--- config.mk ---
export PLATFORM = sky130hd
export DESIGN_NAME = arbitro_mem_instrucoes_flat
export DESIGN_NICKNAME = d
export VERILOG_FILES = /design/src/rtl/arbitro_mem_instrucoes_if.sv /design/src/rtl/arbitro_mem_instrucoes.sv /design/src/flat_wrapper.sv
export SDC_FILE = /design/constraint.sdc
export NUM_CORES = 1
export LEC_CHECK = 0
export CAP_MARGIN = 20
export CORE_AREA = 2 2 100 102
export DETAILED_ROUTE_END_ITERATION = 8
export DIE_AREA = 0 0 102 104
export PLACE_DENSITY = 0.66
export SYNTH_ARGS = -nofsm -noshare
export SYNTH_HDL_FRONTEND = slang
export SYNTH_SLANG_ARGS = --single-unit
--- constraint.sdc ---
create_clock -name clk -period 4.1 [get_ports clk]
set_clock_uncertainty 0.2 [all_clocks]
set_input_delay 1.025 -clock clk [delete_from_list [all_inputs] [get_ports clk]]
set_output_delay 1.025 -clock clk [all_outputs]
set_load 0.005 [all_outputs]
--- src/rtl/arbitro_mem_instrucoes_if.sv ---
// Bus bundle for the instruction-memory arbiter: loader, CPU fetch, debug read,
// memory port and status. The arbiter connects through the slave modport.
interface arbitro_mem_instrucoes_if #(
  parameter int unsigned ADDR_W = 8
);
  logic              load_start;
  logic              load_valid;
  logic [31:0]       load_data;
  logic              load_last;
  logic              load_ready;
  logic              load_err;
  logic [ADDR_W:0]   load_count;

  logic [31:0]       cpu_addr;
  logic [31:0]       cpu_instr;
  logic              cpu_stall;
  logic              cpu_misalign;

  logic              dbg_req;
  logic [31:0]       dbg_addr;
  logic              dbg_gnt;
  logic [31:0]       dbg_rdata;

  logic [ADDR_W-1:0] mem_addr;
  logic              mem_we;
  logic [31:0]       mem_wdata;
  logic [31:0]       mem_rdata;

  logic [1:0]        state;

  modport slave (
    input  load_start, load_valid, load_data, load_last,
    input  cpu_addr, dbg_req, dbg_addr, mem_rdata,
    output load_ready, load_err, load_count,
    output cpu_instr, cpu_stall, cpu_misalign,
    output dbg_gnt, dbg_rdata,
    output mem_addr, mem_we, mem_wdata, state
  );

  modport master (
    output load_start, load_valid, load_data, load_last,
    output cpu_addr, dbg_req, dbg_addr, mem_rdata,
    input  load_ready, load_err, load_count,
    input  cpu_instr, cpu_stall, cpu_misalign,
    input  dbg_gnt, dbg_rdata,
    input  mem_addr, mem_we, mem_wdata, state
  );
endinterface

--- src/rtl/arbitro_mem_instrucoes.sv ---
// Instruction-memory controller: serial program load, then CPU fetch sharing the
// read port with a debug reader. Define IMEM_DBG_EN to include the debug port.
module arbitro_mem_instrucoes #(
  parameter int unsigned ADDR_W   = 8,
  parameter bit          BOOT_RUN = 1'b0
) (
  input  logic                    clk,
  input  logic                    reset_n,
  arbitro_mem_instrucoes_if.slave bus
);
  localparam int unsigned       CNT_W    = ADDR_W + 1;
  localparam logic [ADDR_W-1:0] PTR_LAST = {ADDR_W{1'b1}};

  typedef enum logic [1:0] {
    ST_HALT = 2'd0,
    ST_LOAD = 2'd1,
    ST_RUN  = 2'd2
  } state_t;

  state_t            state_q, state_d;
  logic [ADDR_W-1:0] ptr_q, ptr_d;
  logic [CNT_W-1:0]  cnt_q, cnt_d;
  logic              err_q, err_d;

  logic              load_ready;
  logic              mem_we;
  logic              cpu_misalign;
  logic              cpu_own;
  logic              dbg_own;
  logic              dbg_win;
  logic [ADDR_W-1:0] cpu_idx;
  logic [ADDR_W-1:0] mem_addr;
  logic              unused_cpu_hi;

  // Byte address to word index; upper bits wrap modulo the memory depth.
  assign cpu_idx       = bus.cpu_addr[ADDR_W+1:2];
  assign unused_cpu_hi = ^bus.cpu_addr[31:ADDR_W+2];

`ifdef IMEM_DBG_EN
  logic              last_dbg_q;
  logic [ADDR_W-1:0] dbg_idx;
  logic              unused_dbg_hi;

  assign dbg_idx       = bus.dbg_addr[ADDR_W+1:2];
  assign unused_dbg_hi = ^{bus.dbg_addr[31:ADDR_W+2], bus.dbg_addr[1:0]};
  // Debug only wins if the CPU owned the port last RUN cycle, so neither starves.
  assign dbg_win       = bus.dbg_req & ~last_dbg_q;

  always_ff @(posedge clk) begin
    if (!reset_n) begin
      last_dbg_q <= 1'b0;
    end else if (state_q == ST_RUN) begin
      last_dbg_q <= dbg_win;
    end
  end

  assign mem_addr = dbg_own ? dbg_idx : (cpu_own ? cpu_idx : ptr_q);
`else
  logic unused_dbg;

  assign dbg_win    = 1'b0;
  assign unused_dbg = ^{bus.dbg_req, bus.dbg_addr};
  assign mem_addr   = cpu_own ? cpu_idx : ptr_q;
`endif

  // State and load bookkeeping registers.
  always_ff @(posedge clk) begin
    if (!reset_n) begin
      state_q <= BOOT_RUN ? ST_RUN : ST_HALT;
      ptr_q   <= '0;
      cnt_q   <= '0;
      err_q   <= 1'b0;
    end else begin
      state_q <= state_d;
      ptr_q   <= ptr_d;
      cnt_q   <= cnt_d;
      err_q   <= err_d;
    end
  end

  // Next state and port ownership; every strobe stays low while reset is held.
  always_comb begin
    state_d      = state_q;
    ptr_d        = ptr_q;
    cnt_d        = cnt_q;
    err_d        = err_q;
    load_ready   = 1'b0;
    mem_we       = 1'b0;
    cpu_misalign = 1'b0;
    cpu_own      = 1'b0;
    dbg_own      = 1'b0;

    if (reset_n) begin
      case (state_q)
        ST_HALT: begin
          state_d = ST_HALT;
        end
        ST_LOAD: begin
          load_ready = 1'b1;
          if (!bus.load_start && bus.load_valid) begin
            mem_we = 1'b1;
            ptr_d  = ptr_q + ADDR_W'(1);
            cnt_d  = cnt_q + CNT_W'(1);
            if (bus.load_last) begin
              state_d = ST_RUN;
            end else if (ptr_q == PTR_LAST) begin
              err_d   = 1'b1;
              state_d = ST_HALT;
            end
          end
        end
        ST_RUN: begin
          cpu_misalign = |bus.cpu_addr[1:0];
          dbg_own      = dbg_win;
          cpu_own      = ~dbg_win;
        end
        default: begin
          state_d = ST_HALT;
        end
      endcase

      // A load request restarts the loader from any state, dropping any same-cycle word.
      if (bus.load_start) begin
        state_d = ST_LOAD;
        ptr_d   = '0;
        cnt_d   = '0;
        err_d   = 1'b0;
      end
    end
  end

  assign bus.load_ready   = load_ready;
  assign bus.load_err     = err_q;
  assign bus.load_count   = cnt_q;
  assign bus.cpu_instr    = cpu_own ? bus.mem_rdata : 32'h0;
  assign bus.cpu_stall    = ~cpu_own;
  assign bus.cpu_misalign = cpu_misalign;
  assign bus.dbg_gnt      = dbg_own;
  assign bus.dbg_rdata    = dbg_own ? bus.mem_rdata : 32'h0;
  assign bus.mem_addr     = mem_addr;
  assign bus.mem_we       = mem_we;
  assign bus.mem_wdata    = bus.load_data;
  assign bus.state        = state_q;
endmodule

--- src/flat_wrapper.sv ---
// flat-port wrapper written by rule: the top's interface ports become plain ports
module arbitro_mem_instrucoes_flat 
#(
  parameter int unsigned ADDR_W   = 8,
  parameter bit          BOOT_RUN = 1'b0
)
  (clk, reset_n, bus_load_start, bus_load_valid, bus_load_data, bus_load_last, bus_cpu_addr, bus_dbg_req, bus_dbg_addr, bus_mem_rdata, bus_load_ready, bus_load_err, bus_load_count, bus_cpu_instr, bus_cpu_stall, bus_cpu_misalign, bus_dbg_gnt, bus_dbg_rdata, bus_mem_addr, bus_mem_we, bus_mem_wdata, bus_state);
  arbitro_mem_instrucoes_if #(.ADDR_W(ADDR_W)) bus_i ();
  input  logic clk;
  input  logic reset_n;
  input wire logic [$bits(bus_i.load_start)-1:0] bus_load_start;
  input wire logic [$bits(bus_i.load_valid)-1:0] bus_load_valid;
  input wire logic [$bits(bus_i.load_data)-1:0] bus_load_data;
  input wire logic [$bits(bus_i.load_last)-1:0] bus_load_last;
  input wire logic [$bits(bus_i.cpu_addr)-1:0] bus_cpu_addr;
  input wire logic [$bits(bus_i.dbg_req)-1:0] bus_dbg_req;
  input wire logic [$bits(bus_i.dbg_addr)-1:0] bus_dbg_addr;
  input wire logic [$bits(bus_i.mem_rdata)-1:0] bus_mem_rdata;
  output wire logic [$bits(bus_i.load_ready)-1:0] bus_load_ready;
  output wire logic [$bits(bus_i.load_err)-1:0] bus_load_err;
  output wire logic [$bits(bus_i.load_count)-1:0] bus_load_count;
  output wire logic [$bits(bus_i.cpu_instr)-1:0] bus_cpu_instr;
  output wire logic [$bits(bus_i.cpu_stall)-1:0] bus_cpu_stall;
  output wire logic [$bits(bus_i.cpu_misalign)-1:0] bus_cpu_misalign;
  output wire logic [$bits(bus_i.dbg_gnt)-1:0] bus_dbg_gnt;
  output wire logic [$bits(bus_i.dbg_rdata)-1:0] bus_dbg_rdata;
  output wire logic [$bits(bus_i.mem_addr)-1:0] bus_mem_addr;
  output wire logic [$bits(bus_i.mem_we)-1:0] bus_mem_we;
  output wire logic [$bits(bus_i.mem_wdata)-1:0] bus_mem_wdata;
  output wire logic [$bits(bus_i.state)-1:0] bus_state;
  assign bus_i.load_start = bus_load_start;
  assign bus_i.load_valid = bus_load_valid;
  assign bus_i.load_data = bus_load_data;
  assign bus_i.load_last = bus_load_last;
  assign bus_i.cpu_addr = bus_cpu_addr;
  assign bus_i.dbg_req = bus_dbg_req;
  assign bus_i.dbg_addr = bus_dbg_addr;
  assign bus_i.mem_rdata = bus_mem_rdata;
  assign bus_load_ready = bus_i.load_ready;
  assign bus_load_err = bus_i.load_err;
  assign bus_load_count = bus_i.load_count;
  assign bus_cpu_instr = bus_i.cpu_instr;
  assign bus_cpu_stall = bus_i.cpu_stall;
  assign bus_cpu_misalign = bus_i.cpu_misalign;
  assign bus_dbg_gnt = bus_i.dbg_gnt;
  assign bus_dbg_rdata = bus_i.dbg_rdata;
  assign bus_mem_addr = bus_i.mem_addr;
  assign bus_mem_we = bus_i.mem_we;
  assign bus_mem_wdata = bus_i.mem_wdata;
  assign bus_state = bus_i.state;
  arbitro_mem_instrucoes #(.ADDR_W(ADDR_W), .BOOT_RUN(BOOT_RUN)) u_core (.clk(clk), .reset_n(reset_n), .bus(bus_i));
endmodule
; Word level (Yosys, flattened, before mapping)
; Cells that the tools add are included.
[word_totals]
inputBits = 134
out_inout_bits = 121
elab_cells = 43
reg_bits = 20
[op_classes]
bitwise_logic = 4
addsub = 2
reduce_logical = 8
n_eq_ne = 8
mux = 16
[ops]
columns = cell, n
row1 = two-way mux 32 bit, 1
row2 = two-way mux 1 bit, 10
row3 = "adder 9 x 1 -> 9 bit, second input constant", 1
row4 = "adder 8 x 1 -> 8 bit, second input constant", 1
row5 = "== test 8 bit, second input constant", 1
row6 = two-way mux 8 bit, 1
row7 = two-way mux 2 bit, 3
row8 = "!= test 3 x 2 -> 1 bit, second input constant", 2
row9 = AND reduction 3 bit, 2
row10 = "!= test 4 x 3 -> 1 bit, second input constant", 1
row11 = NOT 1 bit, 4
row12 = case mux 2 bit (2 select lines), 1
row13 = AND reduction 4 bit, 1
row14 = OR reduction 2 bit, 2
row15 = "== test 2 x 1 -> 1 bit, second input constant", 1
row16 = "== test 2 bit, second input constant", 1
row17 = "!= test 2 x 1 -> 1 bit, second input constant", 1
row18 = "!= test 2 bit, second input constant", 1
row19 = AND reduction 2 bit, 1
row20 = logical AND 1 bit, 1
row21 = zero test 1 bit, 1

; Logic depth before layout (Yosys ltp)
[logic_depth]
depth_word = 6
mapped_depth = 5
depth_no_buf = 4

; Least setup slack after synthesis
; No wires, ideal clock.
[synth_timing]
path_kind = input to output
startpoint = input reset_n
endpoint = output bus_mem_addr[3]
t_arrival_ns = 1.924
cell_stages = 4
slack_ns = 0.951
path_buffers = 2
required_ns = 2.875
cell_sequence = and3b_1 clkbuf_1 buf_2 mux2_2
[synth_between]
elab_chain_len = 2
[synth_rtl]
columns = element, line
row1 = from (decl), flat_wrapper.sv:10  ; input logic reset_n;
row2 = two-way mux 1 bit, arbitro_mem_instrucoes.sv:93  ; if (reset_n) begin
row3 = two-way mux 8 bit, arbitro_mem_instrucoes.sv:63  ; assign mem_addr = cpu_own ? cpu_idx : ptr_q;
row4 = to (decl), flat_wrapper.sv:27  ; output wire logic [$bits(bus_i.mem_addr)-1:0] bus_mem_addr;
; No other way between the ends.

; Worst setup path in the final report
[layout_timing]
startpoint = input reset_n
endpoint = output bus_cpu_instr[21]
[layout_between]
elab_chain_len = 2
[layout_rtl]
columns = element, line
row1 = two-way mux 1 bit, arbitro_mem_instrucoes.sv:93
row2 = two-way mux 32 bit, arbitro_mem_instrucoes.sv:135  ; assign bus.cpu_instr = cpu_own ? bus.mem_rdata : 32'h0;
row3 = to (decl), flat_wrapper.sv:22  ; output wire logic [$bits(bus_i.cpu_instr)-1:0] bus_cpu_instr;
; No other way between the ends.

==> metrics <==
remaining antenna violation count=0; final hold violation count=0; CP max stage delay=~0.50 ns; Combinational Power Share=0.163; Reg2Reg Capture Point=u_core.ptr_q[5]$_SDFFE_PP0P_; fin nets=about 430; CP max stage cell=clkdlybuf4s50_1; gr ovfl total=0; sequential share of power=0.417; Power, Total=~0.47 mW; Chip Height=between 100 and 150 um; input/output buffers=roughly 100; worst setup path category=input port to output port; Initial Utilization=0.188; Worst Path Required=2.87 ns; asr flop ratio synth=0; utilization after layout=0.282; post-DR wirelength/cell=between 10 and 15 um; clk sinks=20; Post-synth EDFFs=0; Worst path most repeated cell=clkdlybuf4s50_1; CP Capture Type=output port; Rows=36; commonest non-fill, non-tap cell in the layout=clkdlybuf4s50_1; class of the most critical hold timing path=flop to flop; Hold EP=u_core.bus.load_err$_SDFFE_PP0P_; period utilization=0.964; Mapped Cells=approximately 230; Startpoint Class=input port; Crit Path Max Fanout=32; static leakage=0.971 nW; Reg-to-Reg Start=u_core.bus.state[1]$_SDFFE_PP0P_; clk root buf=clkbuf_8; IO Pins=255; switching share of power=0.205; worst slew pin tran=0.501 ns; layout overhead on the synthesized area=49.7%; PwrDens=roughly 180 nW/um^2; residual DRC count=0; drt via density=3.91; die area=roughly 11,000 sq um; most frequent cells in the layout=102 x clkdlybuf4s50_1, 33 x and2_1, 33 x conb_1; final setup violation count=0; CP bufs+invs=4; status=completed; drt initial violations=between 50 and 60; Worst Hold Depth=1; Placeable Area=around 9500 sq um; fin crit period=3.95 ns; setup TNS=0 ns; DIE WIDTH=102 um; vias in the first global route=about 1,500; DR pass1 iterations=4; CTS max path bufs=2; CTS tree=yes; family with the most delay on the worst path=buffers and inverters; CP Cell Sequence=clkdlybuf4s50_1 -> and3b_1 -> buf_12 -> buf_4 -> and2_1 -> clkdlybuf4s50_1; Worst R2R Setup Slack=around 2.3 ns; R2R cell count=3; Ys Warns=0; TritonCTS buffer count=3; sequential cell area fraction in the yosys report=0.223; Post-synth top flop=dfxtp_1; clk slew on worst S/H paths=around 0.080 ns; Arr. time, crit path=~2.7 ns; Hold Startpoint=u_core.bus.load_err$_SDFFE_PP0P_; RSZ-0062 raised after global routing=no; GRT Resource Usage Total=0.0932; Post-CTS Repair Setup Buffers=0; Fmax=0.253 GHz; share of cells above drive strength 1=0.0572; average size of a mapped cell=slightly below 8 sq um; RD Place Congestion=around 0.73; antenna violations before repair=0; DRT Wirelength=about 5500 um; worst skew pair latency=0.26 ns; Mapped Area=~1800 sq um; H-tree levels=1; Distinct cells, synth=31; post-synthesis register bit count=20; post-CTS resize count=0; Max-cap violations=0; largest net degree at the start of global routing=33; max-slew violations=0; Max-slew headroom=0.666; Post-DP HPWL=between 4000 and 5000 um; Power Internal=between 0.3 and 0.4 mW; worst vdd ir=approximately 0.00015 V; first-pass GRT wire length=around 7800 um; Post-CTS Hold Fix Bufs=0; Vias=1,681; switching power total=just under 0.1 mW; Clk pwr share=0.420; # diodes=0
[cells in the mapped netlist (all sizes together), types with 2 or more instances]
master,instances,share of area
xnor2,2,0.0097
o21ai,5,0.014
ha,2,0.014
dfxtp,20,0.22
nor4,4,0.014
o31ai,5,0.021
nand2,15,0.031
clkbuf,7,0.015
nor2b,2,0.0070
mux2i,5,0.028
inv,7,0.015
and2,33,0.11
nand3,5,0.014
or4,5,0.021
nand2b,7,0.024
nand4,4,0.014
and3b,2,0.0097
mux2,6,0.038
nor3b,2,0.0083
a21oi,10,0.028
nor2,6,0.013
buf,68,0.28
[worst reg2reg max path: cells and delay by family, from the launching register on]
kind               cells  cell delay, ns
AOI/OAI and AO/OA      1            0.15
DFF                    1            0.39
and+or+nand+nor        2            1.02
[routing by layer]
metal | track usage | up-vias | part of all wire | wire (um)
met2 | 0.176 | 108 | 0.52 | 2870
met5 | 0 | - | 0 | 0
li1 | - | 800 | - | -
met1 | 0.103 | 771 | 0.37 | 2020
met3 | 0.0282 | 2 | 0.11 | 606
met4 | 0.0124 | 0 | 0.0015 | 8
[worst max-delay path by stage]
stage / depth (start not counted) / slack [ns] / from / to
2_1_floorplan: 4 / 0.95 / reset_n / bus_mem_addr[3]
3_3_place_gp: 6 / 0.14 / reset_n / bus_cpu_instr[21]
3_5_place_dp: 6 / 0.11 / reset_n / bus_cpu_instr[21]
4_1_cts: 6 / 0.11 / reset_n / bus_cpu_instr[21]
5_1_grt: 6 / 0.04 / reset_n / bus_cpu_instr[21]
6_report: 6 / 0.15 / reset_n / bus_cpu_instr[21]
[logic make-up (layout without fill, tap and decap cells)]
family	Yosys count	in the layout	synth area share
compound gates	24	24	0.0807
xor+xnor	2	2	0.00974
fa+ha+maj	2	2	0.0139
buf+inv	82	118	0.312
flops	20	20	0.223
mux	11	11	0.0654
other cells	1	33	0.00209
simple gates	87	87	0.293
[through the flow]
stage | cell area [sq um] | cells | hold slack (ns) | setup slack (ns)
2_1_floorplan | 1920 | 261 | 0.253 | 0.951
3_3_place_gp | 2620 | 426 | 0.251 | 0.142
3_5_place_dp | 2620 | 426 | 0.257 | 0.108
4_1_cts | 2690 | 430 | 0.277 | 0.108
5_1_grt | 2690 | 430 | 0.304 | 0.0419
6_report | 2690 | 430 | 0.273 | 0.146
[cell type report]
| cell class | instances | area [sq um] |
|---|---|---|
| clock inverter | 1 | 30.0 |
| multi-input combinational | 159 | 956 |
| tap | 133 | 166 |
| sequential | 20 | 400 |
| inverter | 7 | 26.3 |
| fill | 1036 | 6860 |
| clock buffer | 3 | 41.3 |
| timing repair buffer | 107 | 1070 |
[sequential cells by signal (all words and copies together) (netlist names)]
register               cells
u_core.bus.load_count      9
u_core.ptr_q               8
u_core.bus.state           2
u_core.bus.load_err        1
[power by group through the flow]
stage | clock (mW) | combinational (mW) | sequential, mW
after detailed placement | 0 | 0.0770 | 0.202
after CTS | 0.204 | 0.0773 | 0.198
after global placement | 0 | 0.0758 | 0.202
final | 0.199 | 0.0773 | 0.198
after global routing | 0.212 | 0.0847 | 0.198
after floorplan | 0 | 0.0703 | 0.202
Power figures use the tool's default switching activity.
